[src/rtl/ddr3_cmd_pkg.sv]
// Shared definitions for the DDR3 bank tracker.
//   - Raw 5-bit command encodings {cke, cs_n, ras_n, cas_n, we_n}
//   - Decoded command, global-state and bank-state enums
//   - err_code values
//   - decode_cmd(): maps a raw command vector to cmd_e
package ddr3_cmd_pkg;

   localparam logic [4:0] CMD_ACT = 5'b10011;
   localparam logic [4:0] CMD_RD  = 5'b10101;
   localparam logic [4:0] CMD_WR  = 5'b10100;
   localparam logic [4:0] CMD_PRE = 5'b10010;
   localparam logic [4:0] CMD_REF = 5'b10001;
   localparam logic [4:0] CMD_ZQ  = 5'b10110;
   localparam logic [4:0] CMD_MRS = 5'b10000;
   localparam logic [4:0] CMD_NOP = 5'b10111;
   localparam logic [4:0] CMD_SRE = 5'b00001;

   typedef enum logic [3:0] {
      C_ACT, C_RD, C_WR, C_PRE, C_REF, C_ZQ, C_MRS,
      C_NOP, C_DES, C_SRE, C_PDE, C_OTHER
   } cmd_e;

   typedef enum logic [2:0] {
      G_INIT      = 3'd0,
      G_ZQ_CAL    = 3'd1,
      G_IDLE      = 3'd2,
      G_REFRESH   = 3'd3,
      G_SELF_REFR = 3'd4,
      G_PWR_DN    = 3'd5,
      G_MRS       = 3'd6
   } gstate_e;

   typedef enum logic [1:0] {
      B_CLOSED,
      B_ACTIVATING,
      B_OPEN,
      B_PRECHARGING
   } bank_state_e;

   localparam logic [2:0] E_NONE       = 3'd0;
   localparam logic [2:0] E_BUSY       = 3'd1;
   localparam logic [2:0] E_BANK_OPEN  = 3'd2;
   localparam logic [2:0] E_ACT_ACTIVE = 3'd3;
   localparam logic [2:0] E_TRCD       = 3'd4;
   localparam logic [2:0] E_CLOSED_ACC = 3'd5;
   localparam logic [2:0] E_PRE_ACT    = 3'd6;

   // cke-low encodings: 00001 is self-refresh entry; any deselect or NOP
   // with cke low is power-down entry. Other cke-low vectors map to C_OTHER.
   function automatic cmd_e decode_cmd(input logic [4:0] c);
      cmd_e r;
      r = C_OTHER;
      casez (c)
         5'b11???: r = C_DES;
         CMD_NOP:  r = C_NOP;
         CMD_ACT:  r = C_ACT;
         CMD_RD:   r = C_RD;
         CMD_WR:   r = C_WR;
         CMD_PRE:  r = C_PRE;
         CMD_REF:  r = C_REF;
         CMD_ZQ:   r = C_ZQ;
         CMD_MRS:  r = C_MRS;
         CMD_SRE:  r = C_SRE;
         5'b0?111: r = C_PDE;
         5'b01???: r = C_PDE;
         default:  r = C_OTHER;
      endcase
      return r;
   endfunction

endpackage

[src/rtl/ddr3_bank_fsm.sv]
// One DDR3 bank: state (CLOSED/ACTIVATING/OPEN/PRECHARGING), open-row
// register and a tRCD/tRP down-counter.
//   ck, rst_n     clock, synchronous active-low reset
//   en_i          bank may advance this cycle (device IDLE)
//   act_i         legal ACT to this bank (top guarantees bank is CLOSED)
//   ap_i          legal RD/WR with auto-precharge to this bank
//   pre_i         PRE addresses this bank (single or all-banks)
//   row_i         row address captured on ACT
//   state_o       registered bank state
//   eff_state_o   state after this cycle's counter expiry; commands are
//                 judged against this so an expiring timer takes effect first
//   row_o         held row address
module ddr3_bank_fsm
   import ddr3_cmd_pkg::*;
#(
   parameter int ADDR_BITS = 16,
   parameter int CNT_W     = 10,
   parameter int T_RCD     = 6,
   parameter int T_RP      = 6
)(
   input  logic                 ck,
   input  logic                 rst_n,
   input  logic                 en_i,
   input  logic                 act_i,
   input  logic                 ap_i,
   input  logic                 pre_i,
   input  logic [ADDR_BITS-1:0] row_i,
   output bank_state_e          state_o,
   output bank_state_e          eff_state_o,
   output logic [ADDR_BITS-1:0] row_o
);

   bank_state_e          state_q, state_d, eff_state;
   logic [CNT_W-1:0]     cnt_q, cnt_d;
   logic [ADDR_BITS-1:0] row_q, row_d;

   always_comb begin
      eff_state = state_q;
      if (en_i && cnt_q == CNT_W'(1)) begin
         if (state_q == B_ACTIVATING)       eff_state = B_OPEN;
         else if (state_q == B_PRECHARGING) eff_state = B_CLOSED;
      end
   end

   always_comb begin
      state_d = state_q;
      cnt_d   = cnt_q;
      row_d   = row_q;
      if (en_i) begin
         state_d = eff_state;
         if ((state_q == B_ACTIVATING || state_q == B_PRECHARGING) && cnt_q != '0)
            cnt_d = cnt_q - CNT_W'(1);
         if (act_i) begin
            state_d = B_ACTIVATING;
            cnt_d   = CNT_W'(T_RCD);
            row_d   = row_i;
         end else if (ap_i ||
                      (pre_i && (eff_state == B_OPEN || eff_state == B_ACTIVATING))) begin
            // A bank already precharging keeps its running counter.
            state_d = B_PRECHARGING;
            cnt_d   = CNT_W'(T_RP);
         end
      end
   end

   always_ff @(posedge ck) begin
      if (!rst_n) begin
         state_q <= B_CLOSED;
         cnt_q   <= '0;
         row_q   <= '0;
      end else begin
         state_q <= state_d;
         cnt_q   <= cnt_d;
         row_q   <= row_d;
      end
   end

   assign state_o     = state_q;
   assign eff_state_o = eff_state;
   assign row_o       = row_q;

endmodule

[src/rtl/ddr3_bank_tracker.sv]
// DDR3 command-bus tracker: global device FSM, NBANKS bank FSMs, decoded
// access strobes and protocol/timing error flags.
//   ck, rst_n                 clock, synchronous active-low reset
//   cke,cs_n,ras_n,cas_n,we_n command bus
//   ba, addr                  bank / address (addr[10] = AP / all-banks)
//   gstate                    global state (0 INIT .. 6 MRS)
//   bank_open, open_rows      per-bank OPEN flag and held row
//   rd_strobe, wr_strobe      one-cycle pulse for an accepted access
//   acc_bank/row/col/ap       details of the last accepted access
//   err, err_code             one-cycle error pulse, code held until next err
module ddr3_bank_tracker
   import ddr3_cmd_pkg::*;
#(
   parameter int BA_BITS   = 3,
   parameter int ADDR_BITS = 16,
   parameter int COL_BITS  = 11,
   parameter int T_RCD     = 6,
   parameter int T_RP      = 6,
   parameter int T_RFC     = 88,
   parameter int T_MRD     = 4,
   parameter int T_ZQINIT  = 512,
   parameter int CNT_W     = 10,
   localparam int NBANKS   = 2**BA_BITS
)(
   input  logic                        ck,
   input  logic                        rst_n,
   input  logic                        cke,
   input  logic                        cs_n,
   input  logic                        ras_n,
   input  logic                        cas_n,
   input  logic                        we_n,
   input  logic [BA_BITS-1:0]          ba,
   input  logic [ADDR_BITS-1:0]        addr,
   output logic [2:0]                  gstate,
   output logic [NBANKS-1:0]           bank_open,
   output logic [NBANKS*ADDR_BITS-1:0] open_rows,
   output logic                        rd_strobe,
   output logic                        wr_strobe,
   output logic [BA_BITS-1:0]          acc_bank,
   output logic [ADDR_BITS-1:0]        acc_row,
   output logic [COL_BITS-1:0]         acc_col,
   output logic                        acc_ap,
   output logic                        err,
   output logic [2:0]                  err_code
);

   cmd_e                 cmd;
   logic                 nop_des;
   gstate_e              gstate_q, gstate_d;
   logic [CNT_W-1:0]     gcnt_q, gcnt_d;
   bank_state_e          bank_st  [NBANKS];
   bank_state_e          bank_eff [NBANKS];
   logic [ADDR_BITS-1:0] bank_row [NBANKS];
   logic [NBANKS-1:0]    act_v, ap_v, pre_v;
   logic                 bank_en, all_closed;
   bank_state_e          tgt_st;

   logic                 rd_q, rd_d, wr_q, wr_d, err_q, err_d, ap_q, ap_d;
   logic [2:0]           ecode_q, ecode_d;
   logic [BA_BITS-1:0]   abank_q, abank_d;
   logic [ADDR_BITS-1:0] arow_q, arow_d;
   logic [COL_BITS-1:0]  acol_q, acol_d;

   assign cmd     = decode_cmd({cke, cs_n, ras_n, cas_n, we_n});
   assign nop_des = (cmd == C_NOP) || (cmd == C_DES);
   // Banks (and their counters) only move while the device is IDLE.
   assign bank_en = (gstate_q == G_IDLE);
   assign tgt_st  = bank_eff[ba];

   always_comb begin
      all_closed = 1'b1;
      for (int i = 0; i < NBANKS; i++)
         if (bank_eff[i] != B_CLOSED) all_closed = 1'b0;
   end

   always_comb begin
      gstate_d = gstate_q;
      gcnt_d   = gcnt_q;
      act_v    = '0;
      ap_v     = '0;
      pre_v    = '0;
      rd_d     = 1'b0;
      wr_d     = 1'b0;
      err_d    = 1'b0;
      ecode_d  = ecode_q;
      abank_d  = abank_q;
      arow_d   = arow_q;
      acol_d   = acol_q;
      ap_d     = ap_q;
      case (gstate_q)
         G_INIT: begin
            if (cmd == C_ZQ) begin
               gstate_d = G_ZQ_CAL;
               gcnt_d   = CNT_W'(T_ZQINIT);
            end
         end
         G_ZQ_CAL, G_REFRESH, G_MRS: begin
            gcnt_d = gcnt_q - CNT_W'(1);
            if (gcnt_q == CNT_W'(1)) gstate_d = G_IDLE;
            if (!nop_des) begin
               err_d   = 1'b1;
               ecode_d = E_BUSY;
            end
         end
         G_IDLE: begin
            case (cmd)
               C_ACT: begin
                  if (tgt_st == B_CLOSED) act_v[ba] = 1'b1;
                  else begin
                     err_d   = 1'b1;
                     ecode_d = E_ACT_ACTIVE;
                  end
               end
               C_RD, C_WR: begin
                  if (tgt_st == B_OPEN) begin
                     rd_d    = (cmd == C_RD);
                     wr_d    = (cmd == C_WR);
                     abank_d = ba;
                     arow_d  = bank_row[ba];
                     acol_d  = addr[COL_BITS-1:0];
                     ap_d    = addr[10];
                     ap_v[ba] = addr[10];
                  end else begin
                     err_d   = 1'b1;
                     ecode_d = (tgt_st == B_ACTIVATING) ? E_TRCD : E_CLOSED_ACC;
                  end
               end
               C_PRE: begin
                  for (int i = 0; i < NBANKS; i++) begin
                     if (addr[10] || ba == BA_BITS'(i)) begin
                        pre_v[i] = 1'b1;
                        if (bank_eff[i] == B_ACTIVATING) begin
                           err_d   = 1'b1;
                           ecode_d = E_PRE_ACT;
                        end
                     end
                  end
               end
               C_REF, C_SRE, C_MRS: begin
                  if (!all_closed) begin
                     err_d   = 1'b1;
                     ecode_d = E_BANK_OPEN;
                  end else if (cmd == C_REF) begin
                     gstate_d = G_REFRESH;
                     gcnt_d   = CNT_W'(T_RFC);
                  end else if (cmd == C_MRS) begin
                     gstate_d = G_MRS;
                     gcnt_d   = CNT_W'(T_MRD);
                  end else begin
                     gstate_d = G_SELF_REFR;
                  end
               end
               C_ZQ: begin
                  gstate_d = G_ZQ_CAL;
                  gcnt_d   = CNT_W'(T_ZQINIT);
               end
               C_PDE:   gstate_d = G_PWR_DN;
               default: ;
            endcase
         end
         G_SELF_REFR, G_PWR_DN: begin
            if (nop_des) gstate_d = G_IDLE;
         end
         default: gstate_d = G_INIT;
      endcase
   end

   always_ff @(posedge ck) begin
      if (!rst_n) begin
         gstate_q <= G_INIT;
         gcnt_q   <= '0;
         rd_q     <= 1'b0;
         wr_q     <= 1'b0;
         err_q    <= 1'b0;
         ecode_q  <= E_NONE;
         abank_q  <= '0;
         arow_q   <= '0;
         acol_q   <= '0;
         ap_q     <= 1'b0;
      end else begin
         gstate_q <= gstate_d;
         gcnt_q   <= gcnt_d;
         rd_q     <= rd_d;
         wr_q     <= wr_d;
         err_q    <= err_d;
         ecode_q  <= ecode_d;
         abank_q  <= abank_d;
         arow_q   <= arow_d;
         acol_q   <= acol_d;
         ap_q     <= ap_d;
      end
   end

   for (genvar i = 0; i < NBANKS; i++) begin : g_bank
      ddr3_bank_fsm #(
         .ADDR_BITS (ADDR_BITS),
         .CNT_W     (CNT_W),
         .T_RCD     (T_RCD),
         .T_RP      (T_RP)
      ) u_bank (
         .ck          (ck),
         .rst_n       (rst_n),
         .en_i        (bank_en),
         .act_i       (act_v[i]),
         .ap_i        (ap_v[i]),
         .pre_i       (pre_v[i]),
         .row_i       (addr),
         .state_o     (bank_st[i]),
         .eff_state_o (bank_eff[i]),
         .row_o       (bank_row[i])
      );
      assign bank_open[i]                          = (bank_st[i] == B_OPEN);
      assign open_rows[i*ADDR_BITS +: ADDR_BITS]   = bank_row[i];
   end

   assign gstate    = gstate_q;
   assign rd_strobe = rd_q;
   assign wr_strobe = wr_q;
   assign err       = err_q;
   assign err_code  = ecode_q;
   assign acc_bank  = abank_q;
   assign acc_row   = arow_q;
   assign acc_col   = acol_q;
   assign acc_ap    = ap_q;

endmodule

[config.mk]
export PLATFORM = sky130hd
export DESIGN_NAME = ddr3_bank_tracker
export DESIGN_NICKNAME = d
export VERILOG_FILES = /design/src/rtl/ddr3_cmd_pkg.sv /design/src/rtl/ddr3_bank_fsm.sv /design/src/rtl/ddr3_bank_tracker.sv
export SDC_FILE = /design/constraint.sdc
export NUM_CORES = 1
export LEC_CHECK = 0
export ABC_AREA = 1
export ABC_CLOCK_PERIOD_IN_PS = 7300
export CORE_MARGIN = 1.5
export CORE_UTILIZATION = 60
export DETAILED_ROUTE_END_ITERATION = 12
export HOLD_SLACK_MARGIN = 0.15
export MAX_ROUTING_LAYER = met4
export PLACE_DENSITY_LB_ADDON = 0.2
export SYNTH_ARGS = -nofsm -noshare
export SYNTH_HDL_FRONTEND = slang
export SYNTH_HIERARCHICAL = 1
export SYNTH_SLANG_ARGS = --single-unit
[constraint.sdc]
create_clock -name ck -period 7.3 [get_ports ck]
set_input_delay 1.46 -clock ck [delete_from_list [all_inputs] [get_ports ck]]
set_output_delay 1.46 -clock ck [all_outputs]
set_load 0.02 [all_outputs]
==> results of run 1 <==
## power groups by stage
| stage | clock network, mW | logic [mW] | registers (mW) |
|---|---|---|---|
| 5_1_grt | 1.46 | 0.752 | 1.59 |
| 4_1_cts | 1.40 | 0.662 | 1.58 |
| 2_1_floorplan | 0 | 0.442 | 1.62 |
| 3_3_place_gp | 0 | 0.641 | 1.61 |
| 6_report | 1.39 | 0.674 | 1.58 |
| 3_5_place_dp | 0 | 0.654 | 1.61 |
## layout make-up
cell class | count | area share
multi-input combinational | 1609 | 0.451
sequential | 273 | 0.313
timing repair buffer | 210 | 0.119
clock buffer | 40 | 0.0463
inverter | 201 | 0.0433
tap | 319 | 0.0229
clock inverter | 5 | 0.00373
## layer usage
layer	vias up	share of wire	track usage
met3	133	0.11	0.0887
li1	7353	-	-
met2	839	0.45	0.587
met5	-	0	-
met4	0	0.037	0.138
met1	7025	0.41	0.462
## sequential cells by signal, summed over array words and instances (netlist names), 3 cells and up
signal / flops
g_bank.u_bank/state_o: 16
acc_row: 16
err_code: 3
acc_bank: 3
gcnt_q: 10
acc_col: 10
gstate: 3
g_bank.u_bank/cnt_q: 80
g_bank.u_bank/row_o: 128
## worst max-delay path: stages
cell             delay (ps)
clkdlybuf4s50_1         470
buf_4                   330
inv_2                   290
a21oi_1                 250
nand3_2                 120
nand2_2                 120
nand3_2                 530
inv_2                   480
nand2_2                 250
nor3_1                  340
a21oi_4                 110
nand2_1                 100
nand2_1                 100
nand2_2                 240
clkinv_1                280
nand2_1                 130
a21oi_1                  80
## stage by stage
step	hold slack, ps	instances	area, um^2	util	setup slack (ps)
final	475	2657	17400	0.741	1990
after global routing	499	2657	17400	0.741	1540
after CTS	473	2657	17400	0.741	2140
after detailed placement	465	2612	16600	0.704	1620
after global placement	464	2612	16600	0.704	1790
after floorplan	456	2155	14500	-	3690
## placed cells by master, fill, tap and decap left out, types with 9 or more instances in the layout
cell type / n
o21bai_1: 9
nand2_1: 410
buf_4: 10
o21ai_0: 201
xor2_1: 32
dfxtp_1: 273
nor3_1: 17
clkinv_1: 25
inv_1: 170
a21oi_1: 112
nor2_2: 31
ha_1: 34
nand4_1: 57
clkdlybuf4s50_1: 200
a31oi_1: 27
a22oi_1: 30
nand2_2: 38
clkbuf_16: 29
nand3_1: 91
nor2_1: 459
## logic make-up (layout without fill, tap and decap cells)
family / Yosys count / in the layout
adders and majority gates: 34 / 34
and+or+nand+nor: 1130 / 1130
AOI/OAI and AO/OA: 405 / 405
buffers and inverters: 273 / 456
DFF: 273 / 273
xor gates and xnor gates: 40 / 40
## final timing paths
kind                                  start                         to  cells past startpoint
worst max-delay path                  ba[2]  g_bank[7].u_bank/cnt_q[2]                     17
worst min-delay path            acc_row[11]                acc_row[11]                      2
worst max register to register    gstate[0]  g_bank[7].u_bank/cnt_q[2]                     25
worst min register to register  acc_row[11]                acc_row[11]                      2
==> results.py, run 1 <==
metrics = {
    "logic_synthesis": {
        "ys_seq_area_frac": 0.378,
        "synth_compound_area_frac": 0.158,
        "yosys_register_bits": 273,
        "synth_xor_area_frac": 0.0242,
        "synth.largest_area_cell": "dfxtp_1",
        "synth_simple_gate_area_frac": 0.332,
        "muxShareOfSynthArea": 0,
        "synth_edf_count": 0,
        "netlist_area_mm2": 0.0145,
        "synth_top_family_by_area": "simple AND/OR/NAND/NOR gates",
        "yosysWarnings": 6,
        "synth_common_cells": "460 x nor2_1, 410 x nand2_1, 273 x dfxtp_1, 201 x o21ai_0, 170 x inv_1",
        "syn_inst": 2155,
        "async_reset_ff_frac": 0,
        "synth_cell_types": 38,
        "dominantRegCellSynth": "dfxtp_1",
        "yosys.area_share.adder": 0.0294,
        "syn_nets": 2215,
        "syn_avg_cell_area_um2": 6.71,
        "yosysTopAreaCellShare": 0.378,
        "synth.top_cells.by_area": "dfxtp_1 38%, nor2_1 12%, nand2_1 11%",
        "yosysMostFrequentCell": "nor2_1",
    },
    "pwr": {
        "peakVddDrop_mv": 0.189,
        "p_int_mw": 2.56,
        "power_density_mw_per_mm2": 209,
        "p_leak_nw": 7.14,
        "swShare": 0.298,
        "p_seq_frac": 0.434,
        "p_switching_mw": 1.09,
        "p_comb_frac": 0.185,
        "clkPwrFrac": 0.382,
        "total_power_mw": 3.65,
    },
    "clocking": {
        "clk_pin_slew_ps": 60,
        "postCtsSetupBuffers": 0,
        "cts_buffers": 29,
        "cts_tree": "done",
        "cts_buffer_depth": 3,
        "root_buffer": "clkbuf_16",
        "clk_latency_ps": 570,
        "cts_htree_levels": 1,
        "holdBufCountCts": 0,
        "cts.repair.resized": 0,
        "clock-sinks": 273,
    },
    "worst_setup_path": {
        "worst_setup_path_end_kind": "flop",
        "critPathMaxFanout": 30,
        "start_kind": "input port",
        "r2r_slack_ps": 2010,
        "crit_type": "in2reg",
        "arrival_ps": 5730,
        "cp.required_ps": 7730,
    },
    "sta": {
        "rsz0062_at_grt": "false",
        "finalSetupViolCount": 0,
        "fin_setup_tns_ps": 0,
        "slew_viol_final": 0,
        "period_share": 0.727,
        "max_freq_mhz": 188,
        "hold_viol": 0,
        "fin_crit_ps": 5310,
        "finClkSkew_ps": 23.6,
        "slew_headroom": 0.486,
        "tightest_slew_ps": 771,
    },
    "worst_hold_path": {
        "min_path_type": "reg2reg",
    },
    "final_layout": {
        "n_antenna_cell": 0,
        "num-fill-cells": 1872,
        "nNetsFinal": 2384,
        "area_growth_pct": 20.6,
        "layout-drive-gt1-share": 0.0633,
        "register_area_mm2": 0.00547,
        "multi_input_area_mm2": 0.00788,
    },
    "global_route": {
        "grtUsageTotal": 0.371,
        "grt_pass1_wl_um": 71800,
        "grt_max_degree": 83,
        "grt_remaining_overflow": 0,
        "antenna_found_initial": 0,
        "grt_pass1_vias": 14010,
    },
    "run": {
        "cap_violations": 0,
    },
    "outcome": {
        "status": "finished clean",
    },
    "drt": {
        "first_pass_iters": 6,
        "wire_per_inst_um": 17.5,
        "routed_wl_um": 46600,
        "drc": 0,
        "routed_via_density": 5.78,
        "dr.first_iter.drc_count": 1518,
        "vias": 15350,
        "antenna_left": 0,
    },
    "die": {
        "initial_core_util": 0.615,
        "coreArea_mm2": 0.0235,
        "fp-row-count": 56,
        "dieArea_mm2": 0.0251,
        "die_h_um": 158,
        "ios": 202,
        "die_w_um": 158,
    },
    "place": {
        "portBuffers": 201,
        "hpwl_um": 32400,
        "place.gp.congestion": 0.980,
    },
}
(Power assumes the default switching activity.)
==> run 2: changes to the inputs <==
- ABC_CLOCK_PERIOD_IN_PS: 7300 -> 5300
- CORE_UTILIZATION: 60 -> 56
- clock period: 7.3 -> 5.3 ns (I/O delays scaled with it)
==> run 2 against run 1 <==
Against the previous run:
- non-clock buffer count is 11 higher
- core utilization is 4.2 points lower
- wire length is 2.2% higher
- design area is 1.1% higher
- count of clock-buffer cells in the layout is 5 higher
- first-iteration DRC count is 15% higher
- global-route usage is 1.3 points lower
- power is 43% higher
- sequential power is 38% higher
- worst hold slack worse by 1.4 ps
- via count is 1.1% lower
- register-to-register slack worse by 1100 ps
- largest cell class unchanged
- largest power group unchanged
==> results.py, run 2 (same netlist as run 1, synthesis figures left out) <==
metrics = {
    "final_layout": {
        "mostFrequentLayoutCells": "459 x nor2_1, 410 x nand2_1, 273 x dfxtp_1, 201 x o21ai_0, 200 x clkdlybuf4s50_1",
        "nNetsFinal": 2395,
        "layout-drive-gt1-share": 0.0696,
        "num-fill-cells": 2194,
        "final_util": 0.699,
        "largest_reg_flops": 128,
        "final_common_cell": "nor2_1",
        "fin_cells": 2685,
        "n_antenna_cell": 0,
        "area_growth_pct": 21.9,
    },
    "sta": {
        "finClkSkew_ps": 20.2,
        "fin_crit_ps": 4410,
        "period_share": 0.832,
        "slew_viol_final": 0,
        "rsz0062_at_grt": "false",
        "tightest_slew_ps": 819,
        "hold_viol": 0,
        "finalSetupViolCount": 0,
        "max_freq_mhz": 227,
        "slew_headroom": 0.454,
        "fin_setup_tns_ps": 0,
    },
    "pwr": {
        "p_seq_frac": 0.419,
        "p_comb_frac": 0.181,
        "power_density_mw_per_mm2": 295,
        "peakVddDrop_mv": 0.331,
        "total_power_mw": 5.20,
        "p_int_mw": 3.65,
        "swShare": 0.298,
        "clkPwrFrac": 0.400,
        "p_leak_nw": 7.23,
        "p_switching_mw": 1.55,
    },
    "drt": {
        "antenna_left": 0,
        "wl_met1_um": 19700,
        "vias": 15187,
        "wire_per_inst_um": 17.7,
        "dr_wl_met2_um": 21700,
        "routed_via_density": 5.66,
        "dr.first_iter.drc_count": 1747,
        "routed-wl-met3_um": 4460,
        "drc": 0,
        "first_pass_iters": 8,
        "highest_layer": "met4",
        "routed_wl_um": 47600,
    },
    "clocking": {
        "clk_pin_slew_ps": 60,
        "cts.repair.resized": 0,
        "clock-sinks": 273,
        "holdBufCountCts": 0,
        "cts_tree": "done",
        "cts_buffers": 29,
        "cts_htree_levels": 1,
        "cts_buffer_depth": 3,
        "postCtsSetupBuffers": 0,
        "clk_latency_ps": 570,
        "root_buffer": "clkbuf_16",
    },
    "outcome": {
        "status": "finished clean",
    },
    "global_route": {
        "grt_remaining_overflow": 0,
        "antenna_found_initial": 0,
        "grt_pass1_vias": 14199,
        "grt_pass1_wl_um": 74400,
        "grtUsageTotal": 0.359,
        "grt_max_degree": 96,
    },
    "die": {
        "initial_core_util": 0.573,
        "die_w_um": 164,
        "fp-row-count": 58,
        "ios": 202,
        "die_h_um": 164,
        "dieArea_mm2": 0.0268,
        "coreArea_mm2": 0.0253,
    },
    "worst_setup_path": {
        "crit_type": "reg2reg",
        "cp-startpoint": "gstate[0]",
        "r2r_slack_ps": 890,
        "reg2regPathDepth": 21,
        "arrival_ps": 4850,
        "critPathMaxFanout": 59,
        "worstReg2RegStart": "gstate[0]",
        "endpoint": "g_bank[7].u_bank/cnt_q[6]",
        "cp.required_ps": 5740,
        "worst_setup_path_end_kind": "flop",
        "start_kind": "flop",
        "reg2reg_to": "g_bank[7].u_bank/cnt_q[6]",
    },
    "run": {
        "cap_violations": 0,
    },
    "worst_hold_path": {
        "min_path_type": "reg2reg",
        "hold_depth": 2,
    },
    "place": {
        "portBuffers": 201,
        "hpwl_um": 32700,
        "placedCellCount": 2634,
        "place.gp.congestion": 0.975,
    },
}
[run 2: cell count changes in the layout (fill, tap and decap cells not counted)]
cell        change
buf_12          +1
buf_4          +10
bufinv_16       +1
clkbuf_1        +1
clkbuf_8        +4
clkinv_2        -1
clkinvlp_4      +1
[run 2: area by class of cell]
class,count,area (um^2),share of cell area
Sequential cell,273,5470,0.310
Inverter,201,754,0.0428
Tap cell,330,413,0.0234
Multi-Input combinational cell,1609,7880,0.446
Timing Repair Buffer,221,2170,0.123
Clock buffer,45,866,0.0491
Clock inverter,6,97.6,0.00553
[run 2: how the worst min path moves through the flow]
stage	start	end	slack, ps
after floorplan	gcnt_q[0]	gcnt_q[0]	460
after global placement	acc_row[5]	acc_row[5]	460
after detailed placement	acc_row[9]	acc_row[9]	460
after CTS	acc_row[0]	acc_row[0]	470
after global routing	acc_row[0]	acc_row[0]	490
final	acc_row[2]	acc_row[2]	470
[run 2: critical path, stage by stage, from the launching register on]
cell	delay (ps)
dfxtp_1	340
inv_2	100
nand2_1	110
nor2_4	120
buf_12	250
nand4_1	140
nor2_1	210
o21ai_0	280
nand2_1	170
nand2_1	60
nand2_1	50
nand3_1	100
nand2_2	130
nand4_1	440
nor3_1	560
inv_1	220
nand2_1	160
nand2_1	100
nand2_2	200
clkinv_1	270
nand2_1	130
a21oi_1	70
[run 2: routing by layer]
layer	up-vias	global-route usage
li1	7379	-
met3	117	0.0732
met5	-	-
met4	0	0.134
met2	665	0.570
met1	7026	0.449
[run 2: stage by stage]
step                hold slack (ps)  setup WS [ps]  cell area [um^2]
floorplan                       456           1690             14500
global placement                459            628             16700
detailed placement              464            569             16700
CTS                             474            937             17600
global route                    491            468             17600
finish                          473            890             17600
[run 2: power by group through the flow]
stage	Combinational, mW	Clock [mW]	Sequential [mW]
finish	0.942	2.08	2.18
global route	1.05	2.17	2.19
CTS	0.927	2.08	2.18
detailed placement	0.920	0	2.22
global placement	0.903	0	2.22
floorplan	0.608	0	2.23
